--- src/rtl/trace_window_ctrl.sv ---
// Trace capture window: arms on host request, captures tracer records after a trigger fetch, buffers them and drains them to a sink.
// Optional per-record trigger-relative timestamps (out_cycle) when TRACE_WINDOW_TIMESTAMP_EN is defined.
package trace_window_pkg;
    typedef struct packed {
        logic [31:0] pc;
        logic [31:0] insn;
    } trace_format;
endpackage

module trace_window_ctrl
    import trace_window_pkg::*;
#(
    parameter int INSTR_ADDR_WIDTH = 16,
    parameter int FIFO_DEPTH       = 8,
    parameter int LEN_WIDTH        = 16
) (
    input  logic                        clk,
    input  logic                        rst,
    input  logic                        arm,
    input  logic                        disarm,
    input  logic [INSTR_ADDR_WIDTH-1:0] trig_addr,
    input  logic [LEN_WIDTH-1:0]        capture_len,
    input  logic                        instr_req,
    input  logic                        instr_gnt,
    input  logic [INSTR_ADDR_WIDTH-1:0] instr_addr,
    input  logic                        trace_valid,
    input  trace_format                 trace_data,
    input  logic                        tracer_lock,
    output logic                        out_valid,
    input  logic                        out_ready,
    output trace_format                 out_data,
    output logic [1:0]                  state_o,
    output logic [LEN_WIDTH-1:0]        captured_count,
    output logic                        overflow,
    output logic                        done
`ifdef TRACE_WINDOW_TIMESTAMP_EN
    ,
    output logic [31:0]                 out_cycle
`endif
);

    localparam int AW = $clog2(FIFO_DEPTH);

    typedef enum logic [1:0] {
        IDLE    = 2'd0,
        ARMED   = 2'd1,
        CAPTURE = 2'd2,
        DRAIN   = 2'd3
    } state_t;

    state_t state, state_nxt;

    trace_format    mem [FIFO_DEPTH];
    logic [AW-1:0]  wr_ptr, rd_ptr;
    logic [AW:0]    fill;
    logic           empty, full, pop, push, drop, trigger, limit_hit, session_start;
    logic [LEN_WIDTH-1:0] cnt_inc;

    assign empty     = (fill == '0);
    assign full      = (fill == (AW+1)'(FIFO_DEPTH));
    assign out_valid = ((state == CAPTURE) || (state == DRAIN)) && !empty;
    assign pop       = out_valid && out_ready;
    assign trigger   = instr_req && instr_gnt && (instr_addr == trig_addr);
    assign limit_hit = (capture_len != '0) && (captured_count >= capture_len);
    // A full FIFO still accepts a record when a pop frees a slot in the same cycle.
    assign push      = (state == CAPTURE) && trace_valid && !limit_hit && (!full || pop);
    assign drop      = (state == CAPTURE) && trace_valid && !limit_hit && full && !pop;
    assign cnt_inc   = (&captured_count) ? captured_count : captured_count + 1'b1;
    assign session_start = (state == IDLE) && arm;
    assign state_o   = state;
    assign out_data  = out_valid ? mem[rd_ptr] : '0;

    always_comb begin
        state_nxt = state;
        done      = 1'b0;
        case (state)
            IDLE:    if (arm) state_nxt = ARMED;
            ARMED: begin
                if (disarm)       state_nxt = DRAIN;
                else if (trigger) state_nxt = CAPTURE;
            end
            CAPTURE: begin
                if (disarm || tracer_lock ||
                    (push && (capture_len != '0) && (cnt_inc == capture_len)))
                    state_nxt = DRAIN;
            end
            DRAIN: begin
                if (empty) begin
                    state_nxt = IDLE;
                    done      = 1'b1;
                end
            end
            default: state_nxt = IDLE;
        endcase
    end

    always_ff @(posedge clk or posedge rst) begin
        if (rst) begin
            state          <= IDLE;
            wr_ptr         <= '0;
            rd_ptr         <= '0;
            fill           <= '0;
            captured_count <= '0;
            overflow       <= 1'b0;
        end else begin
            state <= state_nxt;
            if (session_start) begin
                wr_ptr         <= '0;
                rd_ptr         <= '0;
                fill           <= '0;
                captured_count <= '0;
                overflow       <= 1'b0;
            end else begin
                if (push) begin
                    wr_ptr         <= wr_ptr + 1'b1;
                    captured_count <= cnt_inc;
                end
                if (pop)  rd_ptr   <= rd_ptr + 1'b1;
                if (drop) overflow <= 1'b1;
                case ({push, pop})
                    2'b10:   fill <= fill + 1'b1;
                    2'b01:   fill <= fill - 1'b1;
                    default: fill <= fill;
                endcase
            end
        end
    end

    always_ff @(posedge clk) begin
        if (push) mem[wr_ptr] <= trace_data;
    end

`ifdef TRACE_WINDOW_TIMESTAMP_EN
    logic [31:0] ts_ctr;
    logic [31:0] ts_mem [FIFO_DEPTH];

    // Trigger cycle is cycle 0, so the first CAPTURE cycle sees 1.
    always_ff @(posedge clk or posedge rst) begin
        if (rst)                                          ts_ctr <= '0;
        else if ((state == ARMED) && (state_nxt == CAPTURE)) ts_ctr <= 32'd1;
        else if (state == CAPTURE)                        ts_ctr <= ts_ctr + 1'b1;
    end

    always_ff @(posedge clk) begin
        if (push) ts_mem[wr_ptr] <= ts_ctr;
    end

    assign out_cycle = out_valid ? ts_mem[rd_ptr] : '0;
`endif

endmodule

--- config.mk ---
export PLATFORM = sky130hd
export DESIGN_NAME = trace_window_ctrl
export DESIGN_NICKNAME = d
export VERILOG_FILES = /design/src/rtl/trace_window_ctrl.sv
export SDC_FILE = /design/constraint.sdc
export NUM_CORES = 1
export LEC_CHECK = 0
export ABC_AREA = 1
export CAP_MARGIN = 20
export CORE_MARGIN = 4
export CORE_UTILIZATION = 35
export DETAILED_ROUTE_END_ITERATION = 8
export DONT_BUFFER_PORTS = 1
export PLACE_DENSITY = 0.6
export SYNTH_ARGS = -nofsm -noshare
export SYNTH_HDL_FRONTEND = slang
export SYNTH_SLANG_ARGS = --single-unit
--- constraint.sdc ---
create_clock -name clk -period 6.57 [get_ports clk]
set_clock_uncertainty 0.15 [all_clocks]
set_input_delay 1.6425 -clock clk [delete_from_list [all_inputs] [get_ports clk]]
set_output_delay 1.6425 -clock clk [all_outputs]
set_load 0.03 [all_outputs]
Word level (Yosys, flattened, before mapping)

Memory sizes are Yosys's and may differ from the RTL's.
Index checks and enable logic that the tools add are counted.

Flip-flop bits (word level): 29
Bits in latches: 0
Memory bits (writable): 512
Memory bits (read-only): 0
Bits of input ports: 121
Output and inout bits: 85
Word-level logic and storage cells: 77
Memories: 1

Memory list:

| name | words | bits a word | read ports | clocked after memory_dff | wr ports | RTL line | source |
|---|---|---|---|---|---|---|---|
| mem  | 8     | 64          | 1          | 0                        | 1        | 53       | `trace_format mem [FIFO_DEPTH];` |

Add/sub/neg operators: 5
Multiply operators: 0
Div/mod/pow operators: 0
Order comparisons: 1
Eq/ne operators: 12
Shift operators: 0
Muxes and demuxes: 22
Bitwise logic cells: 0
Reduce and logical (&&, ||, !) cells: 30

Operators with widths:

| kind                    | number |
|---|---|
| $mux W64                | 1 |
| $mux W16                | 3 |
| $eq A16 B16 Y1          | 2 |
| $add A16 B1 Y16 const B | 1 |
| $ge A16 B16 Y1          | 1 |
| $reduce_and A16 Y1      | 1 |
| $reduce_bool A16 Y1     | 1 |
| $logic_and A1 B1 Y1     | 13 |
| $mux W3                 | 4 |
| $mux W2                 | 5 |
| $pmux W2 S4             | 1 |
| $pmux W4 S2             | 1 |
| $add A3 B1 Y3 const B   | 2 |
| $eq A2 B2 Y1 const B    | 3 |
| $mux W1                 | 6 |
| $reduce_bool A2 Y1      | 3 |
| $add A4 B1 Y4 const B   | 1 |
| $eq A2 B1 Y1 const B    | 2 |
| $eq A4 B4 Y1 const B    | 1 |
| $logic_not A1 Y1        | 4 |
| $logic_not A4 Y1        | 1 |
| $logic_or A1 B1 Y1      | 4 |
| $mux W4                 | 1 |
| $ne A2 B2 Y1 const B    | 2 |
| 6 further kinds         | 6 |

Longest topological paths before layout

Gate-level depths: netlist of run 1.

Word-level depth: 11
Gate-level depth with buffers: 20

Least setup slack after synthesis of run 1

Ideal clock, no wire load.

Path kind: input to register
From: input capture_len[3]
To: memory mem[2][0] (netlist bit) (enable)
Setup time: 0.565 ns
Arrival: 7.228 ns
Data required time: 5.855 ns
Setup slack: -1.373 ns
Cell stages on the path: 12
Cells stage by stage: inv_1 -> ha_1 -> a21o_1 -> o21ai_0 -> nand2_1 -> nand2_1 -> nand3_1 -> nand2_1 -> nand3_2 -> inv_2 -> nand2_1 -> nor3_1

Cells in the longest elaborated chain, start to end: 7
Elaborated cells on any way between the ends: 8
Classes of those cells: order compare (1); mux (2); reduce/logical (5)

Ends and longest elaborated chain:

| item                                                         | RTL line | source |
|---|---|---|
| from (decl)                                                  | 22       | `input logic [LEN_WIDTH-1:0] capture_len,` |
| $ge A16 B16 Y1 / $reduce_bool A16 Y1 (equally long branches) | 64       | `assign limit_hit = (capture_len != '0) && (captured_count >= capture_len);` |
| $logic_and A1 B1 Y1 (*)                                      | 64       |  |
| $logic_not A1 Y1 (*)                                         | 66       | `assign push = (state == CAPTURE) && trace_valid && !limit_hit && (!full \|\| pop);` |
| $logic_and A1 B1 Y1 (*) (2 in series)                        | 66       |  |
| $mux W1 (*)                                                  | 130      | `if (push) mem[wr_ptr] <= trace_data;` |
| $mux W1 (implied by the code) (*)                            | 130      |  |
| to (decl)                                                    | 53       |  |

Mark *: on every way between the ends. The rest lies on a longest branch, timed or not.

==> results of run 1 <==
## metrics by stage
stage / hold slack, ns / setup WS (ns) / utilization [%]
2_1_floorplan: 0.363 / 0.360 / -
3_3_place_gp: 0.380 / 1.70 / 37.2
3_5_place_dp: 0.394 / 1.62 / 37.2
4_1_cts: 0.409 / 0.965 / 40.2
5_1_grt: 0.450 / 0.802 / 40.2
6_report: 0.409 / 0.985 / 40.2
## power by group through the flow
stage                     Sequential [mW]  Combinational [mW]  Clock [mW]
after floorplan                      4.11                2.21           0
after CTS                            4.12                2.97        3.37
after global routing                 4.14                3.24        3.52
after global placement               4.19                2.91           0
final                                4.12                2.91        3.29
after detailed placement             4.19                2.96           0
## tightest hold or removal path, stage by stage, from the launching register on
cell     delay [ns]
dfrtp_1        0.37
nand4_1        0.09
nand2_1        0.07
## cells in the final DEF (no fill, tap or decap), types with 5 or more instances in the layout
| master | netlist | routed |
|---|---|---|
| nor2_4 | 2 | 8 |
| edfxtp_1 | 512 | 512 |
| bufinv_16 | 0 | 9 |
| clkinv_1 | 0 | 13 |
| nor2_1 | 427 | 421 |
| nand4_1 | 12 | 12 |
| xor2_1 | 14 | 14 |
| clkinvlp_4 | 0 | 6 |
| buf_4 | 0 | 21 |
| inv_2 | 4 | 5 |
| o21ai_0 | 344 | 344 |
| dfrtp_1 | 29 | 27 |
| a31oi_1 | 65 | 65 |
| o22ai_1 | 70 | 70 |
| ha_1 | 26 | 26 |
| clkbuf_1 | 94 | 6 |
| nor4_1 | 5 | 5 |
| nand2_2 | 6 | 6 |
| inv_1 | 72 | 68 |
| clkinv_2 | 0 | 9 |
| nand3_1 | 48 | 48 |
| nand2_1 | 133 | 133 |
| clkbuf_16 | 0 | 58 |
| buf_12 | 0 | 6 |
| a21oi_1 | 12 | 12 |
## state kept, by name, summed over array words and instances (netlist names)
register	cells
overflow	1
fill	4
wr_ptr	3
state_o	2
rd_ptr	3
mem	512
captured_count	16
## worst max-delay path by stage
| stage | startpoint | to | slack, ns | depth (start not counted) |
|---|---|---|---|---|
| 5_1_grt | rd_ptr[1] | out_data[0] | 0.80 | 5 |
| 4_1_cts | rd_ptr[1] | out_data[0] | 0.97 | 5 |
| 3_5_place_dp | capture_len[11] | mem[2][37] | 1.62 | 12 |
| 2_1_floorplan | capture_len[3] | mem[0][0] | 0.36 | 12 |
| 3_3_place_gp | rd_ptr[1] | out_data[61] | 1.70 | 5 |
| 6_report | rd_ptr[1] | out_data[61] | 0.98 | 5 |
## final cells by class
cell class | instances | share of cell area (%)
multi-input combinational | 1193 | 23.0
timing repair buffer | 27 | 1.09
tap | 846 | 4.15
inverter | 76 | 1.16
sequential | 541 | 63.1
clock buffer | 64 | 5.77
clock inverter | 40 | 1.74
## synthesized netlist by cell type (all sizes together)
cell	n	area share (%)
nand3b	1	0.033
nor2	433	7.3
o22ai	70	1.9
a31oi	65	1.8
nand3	51	1.2
xnor2	3	0.12
o21ai	349	7.7
buf	17	0.35
nor4	5	0.14
a21o	1	0.033
xor2	14	0.54
or2	2	0.055
ha	26	1.4
a21oi	12	0.27
o21a	4	0.13
fa	1	0.089
nor3	4	0.089
edfxtp	512	68
inv	76	1.3
nand4	12	0.33
dfrtp	29	3.2
clkbuf	94	1.6
nand2	140	2.4
## logic make-up (layout without fill, tap and decap cells)
group,count (synthesis),in the layout,share of synthesized area [%]
adder cells (fa/ha/maj),27,27,1.53
AO/OA/AOI/OAI,501,501,11.9
AND/OR/NAND/NOR,648,648,11.6
buffers and inverters,187,207,3.17
XOR/XNOR,17,17,0.658
flip-flops,541,541,71.2
## per-layer routing
layer  routed length (um)  vias to the layer above  part of all wire (%)  global-route usage (%)
li1                     -                     6876                     -                       -
met3                 3630                      107                   6.2                    3.67
met1                24100                     7321                    42                    20.7
met5                    0                        -                     0                       0
met2                28700                      421                    49                    27.8
met4                 1600                        0                   2.8                    5.18
==> run metrics, run 1 <==
status finished, final reports clean; CP Max Fanout 78; syn_nets 2069; mean area per synthesized cell ~12 um2; Final period util a little under nine tenths; maxcap violations 0; critical path type reg2out; distinct cell type count of the synthesized netlist 33; P_leak 8.61 nW; vias in the first global route approximately 15000; Most Frequent Cell on Critical Path o21ai_0; post-synthesis sequential area ratio between 70% and 80%; P per Cell Area 404 nW/um2; Synth Instances 1921; flop-to-flop setup slack approximately 2.2 ns; Final GP Congestion ~0.85; Top Family by Delay on Critical Path compound AO/OA/AOI/OAI gates; GRT overflow 0; FF-to-FF path depth 11; n_diodes 0; setup violators final 0; Post-route DRC 0; CP peak stage delay 0.86 ns; Worst-Margin Slew 1.34 ns; Min-Delay Path Depth 2; via count 14700; TritonCTS clock tree yes; Hold-fix buffers, CTS 0; Worst path slowest cell buf_4; Antenna Nets Post-Route 0; Filler Cells Inserted ~6000; first-pass GRT wire length about 89000 um; RSZ-0062 raised after global routing false; synth warn 0; initial antenna violation count 0; FF-to-FF End mem[2][38]; Site Rows 92; #FFs+latches synth 541; buffers and inverters on the worst path 1; cell area after layout 25500 um2; DRT Wirelength 58100 um; Final Instance Count excl. Fillers approximately 2800; Clock transition at path regs 0.06 ns; nets 2044; NetSw 3.71 mW; dpl cells 2683; GRT Util Overall 16.3%; Die Span X 262 um; Critical Path RT around 4.8 ns; DR WL/cell roughly 21 um; Comb pwr share 28.2%; worst hold path type reg2reg; CTS sink cnt 541; worst hold start fill[3]; critical path arrival 3.79 ns; Final Hold Viols 0; Placed Area 23600 um2; Max clock buf depth 3; CTS buffer count 57; Slew Limit Fails 0; crit end category output port; Worst-Skew Late Latency a little under 0.6 ns; Flop pwr share between 30% and 40%; fmax between 150 and 200 MHz; First-pass DRT Iterations 7; detailed placement HPWL 32100 um; drt via density approximately 5.3; largest net degree at the start of global routing around 230; sequence of cells on the critical path buf_4, o21ai_0, o22ai_1, o21ai_0, a31oi_1; initial core utilization 35.6%; htree depth 2; Core Area about 64000 um2; Total Neg Setup Slack 0 ns; post-synthesis cell area 22600 um2; Pwr Total roughly 10 mW; post-CTS sizing 0; Final min period ~5.6 ns; area delta synth->final 12.8%; Hold Path End fill[3]; Int Pwr ~6.6 mW; area of the multi-input gates 5870 um2; I/O Buffers 0; register area about 16000 um2; Slew Limit Headroom 10.4%; worst r2r src state_o[0]; initial DRC count around 1200; part of the power in the clock network roughly a third; Ports 206; CTS root buf clkbuf_16; Die Height 262 um; VDD IR max around 0.31 mV; Switching Share 36.0%; Die Footprint 68800 um2; layout cell share with drive strength beyond 1 7.68%; Post-CTS Setup Bufs 0; Setup crit start kind flop
No activity file was read; power rests on OpenSTA's default activity.
==> run 2: changes to the inputs <==
CAP_MARGIN = 15   (was 20)
REMOVE_ABC_BUFFERS = 1   (was default)
==> run 2 against run 1 <==
Net effect: clock power decreased by 8.5%; routed wire length decreased by 3.9%; total power decreased by 2.9%; fmax increased by 2.7%; sequential share of layout area increased by 0.45 points; flip-flop and latch count unchanged; first-iteration DRC count decreased by 9.0%; worst setup slack improved by 0.15 ns; hold slack improved by 0.011 ns; die area unchanged; via count decreased by 2.0%; global-route usage decreased by 0.61 points; largest power group unchanged.
==> run metrics, run 2 (same netlist as run 1, synthesis figures left out) <==
status finished, final reports clean (unchanged); largest net degree at the start of global routing 145 (was 226); Worst-Margin Slew 1.12 ns (was 1.34 ns); initial antenna violation count 0 (unchanged); Hold-fix buffers, CTS 0 (unchanged); worst hold path type reg2reg (unchanged); initial core utilization 35.6% (unchanged); max reg flops 512 (unchanged); layout cell share with drive strength beyond 1 7.20% (was 7.68%); TritonCTS clock tree yes (unchanged); critical path type reg2out (unchanged); grt met2 use 26.3% (was 27.8%); Final Instance Count excl. Fillers 2777 (was 2787); first-pass GRT wire length 85100 um (was 88800 um); sequence of cells on the critical path inv_6, buf_12, o21ai_0, o22ai_1, o21ai_0, a31oi_1 (was buf_4, o21ai_0, o22ai_1, o21ai_0, a31oi_1); Post-CTS Setup Bufs 0 (unchanged); GRT busiest layer met2 (unchanged); register name with the most flops mem (unchanged); Slew Limit Headroom 25.2% (was 10.4%); Max clock buf depth 3 (unchanged); I/O Buffers 0 (unchanged); Core Area 63500 um2 (unchanged); nets 2042 (was 2044); Final period util 82.8% (was 85.0%); Final Hold Viols 0 (unchanged); Pwr Total 10.0 mW (was 10.3 mW); DR WL/cell 20.1 um (was 20.8 um); Die Height 262 um (unchanged); CP Max Fanout 144 (was 78); post-CTS sizing 0 (unchanged); cell area after layout 25300 um2 (was 25500 um2); area of the multi-input gates 5860 um2 (was 5870 um2); register area 16100 um2 (unchanged); initial DRC count 1117 (was 1228); Slew Limit Fails 0 (unchanged); RSZ-0062 raised after global routing false (unchanged); n_diodes 0 (unchanged); First-pass DRT Iterations 5 (was 7); commonest non-fill, non-tap cell in the layout edfxtp_1 (unchanged); Critical Path RT 4.78 ns (about the same); Worst path slowest cell inv_6 (was buf_4); critical path arrival 3.65 ns (was 3.79 ns); crit end category output port (unchanged); P_leak 8.52 nW (was 8.61 nW); P per Cell Area 396 nW/um2 (was 404 nW/um2); maxcap violations 0 (unchanged); dpl cells 2682 (was 2683); htree depth 2 (unchanged); Antenna Nets Post-Route 0 (unchanged); Die Span X 262 um (unchanged); setup violators final 0 (unchanged); vias in the first global route 13800 (was 14600); Placed Area 23600 um2 (about the same); GRT Util Overall 15.7% (was 16.3%); CTS buffer count 55 (was 57); Filler Cells Inserted 5936 (was 5959); Clock transition at path regs 0.06 ns (about the same); CTS root buf clkbuf_16 (unchanged); Die Footprint 68800 um2 (unchanged); VDD IR max 0.247 mV (was 0.311 mV); Worst-Skew Late Latency 0.59 ns (about the same); Layout Utilization 39.9% (was 40.2%); CTS sink cnt 541 (unchanged); GR Util met3 4.25% (was 3.67%); Most Frequent Cell on Critical Path o21ai_0 (unchanged); fmax 184 MHz (was 179 MHz); largest registers mem (512), captured_count (16), fill (4) (unchanged); Ports 206 (unchanged); Post-route DRC 0 (unchanged); via count 14400 (was 14700); DRT Wirelength 55800 um (was 58100 um); detailed placement HPWL 30700 um (was 32100 um); GRT overflow 0 (unchanged); Final GP Congestion 0.885 (was 0.850); CP peak stage delay 0.74 ns (was 0.86 ns); most frequent cells in the layout edfxtp_1 (512), nor2_1 (421), o21ai_0 (344), nand2_1 (133), o22ai_1 (70) (unchanged); Final min period 5.44 ns (was 5.59 ns); drt via density 5.19 (was 5.28); area delta synth->final 12.1% (was 12.8%); Site Rows 92 (unchanged); met1 global-route usage 20.1% (was 20.7%); Setup crit start kind flop (unchanged)
==> run 2: final timing paths <==
kind | start | to | slack, ns | cells after the start
min | fill[3] | fill[3] | 0.42 | 2
max reg2reg | state_o[0] | mem[0][27] | 2.42 | 12
min reg2reg | fill[3] | fill[3] | 0.42 | 2
max in group asynchronous | rst | rd_ptr[0] | 5.05 | 2
max | rd_ptr[0] | out_data[0] | 1.13 | 6
min in group asynchronous | rst | captured_count[11] | 0.88 | 2
==> run 2: metal layers <==
layer | up-vias | wire length [um]
met5 | - | 0
met4 | 0 | 1300
met3 | 84 | 4110
met2 | 421 | 26900
met1 | 7052 | 23500
li1 | 6867 | -
==> run 2: final cells by class <==
cell class	count	share of cell area [%]
Timing Repair Buffer	27	1.19
Multi-Input combinational cell	1193	23.1
Sequential cell	541	63.6
Clock buffer	69	5.72
Inverter	76	1.16
Clock inverter	25	1.09
Tap cell	846	4.18
==> run 2: worst max-delay path, delay by kind of cell, from the launching register on <==
family | cells | cell delay, ns
flip-flops | 1 | 0.67
AO/OA/AOI/OAI | 4 | 1.11
buffers and inverters | 2 | 1.05
==> run 2: where the power goes <==
part | total (mW) | internal [mW] | switching (mW)
sequential | 4.08 | 3.96 | 0.122
combinational | 2.93 | 0.707 | 2.23
clock | 3.01 | 1.75 | 1.26
==> run 2: metrics by stage <==
step / hold WS, ns / setup TNS, ns / setup slack [ns]
global route: 0.449 / 0 / 0.888
detailed placement: 0.402 / 0 / 1.77
CTS: 0.417 / 0 / 1.08
global placement: 0.389 / 0 / 1.79
floorplan: 0.363 / -499.34 / -4.95
finish: 0.420 / 0 / 1.13
==> run 3: changes to the inputs <==
PLACE_DENSITY = 0.58   (was 0.6)
clock period = 5.6 ns   (was 6.57 ns; I/O delays follow)
==> run 3 against run 2 <==
Net effect: combinational power is 21% higher; critical path depth unchanged; routed wire length grew 3.4%; utilization rose by 0.59 points; final cell count up 0.97%; global-route usage rose by 0.57 points; die area is the same; clock-buffer cell count increased by 1; via count is 1.3% higher; clock power up 27%; first-iteration DRC count decreased by 3.1%; non-clock buffer count rose by 12; highest routed layer unchanged.
==> run metrics, run 3 (same netlist as run 1, synthesis figures left out) <==
status finished, final reports clean (unchanged); Site Rows 92 (unchanged); Final GP Congestion 0.836 (was 0.885); largest registers mem (512), captured_count (16), fill (4) (unchanged); initial core utilization 35.6% (unchanged); P_leak 8.71 nW (was 8.52 nW); Final period util approximately nine tenths; layout cell share with drive strength beyond 1 8.38% (was 7.20%); register area 16100 um2 (unchanged); vias in the first global route 14600 (was 13800); Hold-fix buffers, CTS 0 (unchanged); Antenna Nets Post-Route 0 (unchanged); worst hold start fill[3] (unchanged); Die Footprint 68800 um2 (unchanged); Ports 206 (unchanged); Post-CTS Setup Bufs 0 (unchanged); detailed placement HPWL 32800 um (was 30700 um); Final min period between 5 and 6 ns; met1 global-route usage 21.5% (was 20.1%); CP Max Fanout 83 (was 144); initial DRC count 1082 (was 1117); commonest non-fill, non-tap cell in the layout edfxtp_1 (unchanged); Die Height 262 um (unchanged); Setup crit start kind flop (unchanged); DR WL/cell 20.6 um (was 20.1 um); RSZ-0062 raised after global routing false (unchanged); first-pass GRT wire length 88800 um (was 85100 um); Clock transition at path regs 0.06 ns (about the same); setup violators final 0 (unchanged); flop-to-flop setup slack 1.42 ns (was 2.42 ns); register name with the most flops mem (unchanged); max reg flops 512 (unchanged); n_diodes 0 (unchanged); drt via density 5.21 (was 5.19); CTS buffer count 59 (was 55); CTS sink cnt 541 (unchanged); Worst-Margin Slew 1.19 ns (was 1.12 ns); I/O Buffers 0 (unchanged); critical path type reg2out (unchanged); Total Neg Setup Slack 0 ns (unchanged); worst hold path type reg2reg (unchanged); crit end category output port (unchanged); Slew Limit Headroom 20.2% (was 25.2%); DRT Wirelength 57700 um (was 55800 um); critical path arrival 3.56 ns (was 3.65 ns); fmax 196 MHz; htree depth 2 (unchanged); GRT overflow 0 (unchanged); maxcap violations 0 (unchanged); largest net degree at the start of global routing 167 (was 145); grt met2 use 26.1% (was 26.3%); worst r2r src state_o[0] (unchanged); VDD IR max 0.252 mV (was 0.247 mV); First-pass DRT Iterations 6 (was 5); most frequent cells in the layout edfxtp_1 (512), nor2_1 (421), o21ai_0 (344), nand2_1 (133), o22ai_1 (70) (unchanged); Worst-Skew Late Latency 0.60 ns (was 0.59 ns); TritonCTS clock tree yes (unchanged); crit path from rd_ptr[0] (unchanged); initial antenna violation count 0 (unchanged); Critical Path RT 4.05 ns (was 4.78 ns); Post-route DRC 0 (unchanged); Final Hold Viols 0 (unchanged); Filler Cells Inserted 5935 (was 5936); Max clock buf depth 3 (unchanged); nets 2058 (was 2042); GRT Util Overall 16.3% (was 15.7%); Layout Utilization 40.5% (was 39.9%); post-CTS sizing 0 (unchanged); area delta synth->final 13.7% (was 12.1%); via count 14600 (was 14400); Die Span X 262 um (unchanged); CTS root buf clkbuf_16 (unchanged); GRT busiest layer met2 (unchanged); Core Area 63500 um2 (unchanged); GR Util met3 4.92% (was 4.25%); area of the multi-input gates 5860 um2 (unchanged); P per Cell Area 474 nW/um2 (was 396 nW/um2); Slew Limit Fails 0 (unchanged)
[run 3: cell type report]
class | instances | share of cell area (%)
clock buffer | 70 | 5.90
clock inverter | 39 | 1.63
inverter | 76 | 1.15
multi-input combinational | 1193 | 22.8
sequential | 541 | 62.6
tap | 846 | 4.12
timing repair buffer | 39 | 1.82
[run 3: worst paths after layout]
kind | endpoint | depth (start not counted)
setup / recovery | out_data[46] | 6
hold / removal | fill[3] | 2
setup reg to reg | mem[2][37] | 11
hold reg to reg | fill[3] | 2
max in group asynchronous | rd_ptr[0] | 2
min in group asynchronous | captured_count[15] | 2
[run 3: where the power goes]
group          internal (mW)  switching, mW
clock                   2.22           1.61
combinational          0.883           2.66
sequential              4.64          0.179
total                   7.75           4.45
[run 3: per-stage QoR]
stage	area (um2)	worst slack [ns]	hold WS, ns	instances	total power [mW]
2_1_floorplan	22200	-5.68	0.363	1810	7.38
3_3_place_gp	23800	1.17	0.385	2695	8.45
3_5_place_dp	23800	1.15	0.404	2695	8.49
4_1_cts	25700	0.472	0.424	2804	12.4
5_1_grt	25700	0.272	0.461	2804	12.9
6_report	25700	0.491	0.417	2804	12.2
[run 3: critical path: stages, from the launching register on]
cell     delay, ns
dfrtp_4       0.67
inv_6         0.51
buf_12        0.38
o21ai_0       0.14
o22ai_1       0.16
o21ai_0       0.10
a31oi_1       0.87
[run 3: routing by layer]
metal	vias to the layer above	share of wire [%]
met5	-	0
met4	0	2.7
met3	100	6.6
met2	390	46
met1	7209	44
li1	6910	-
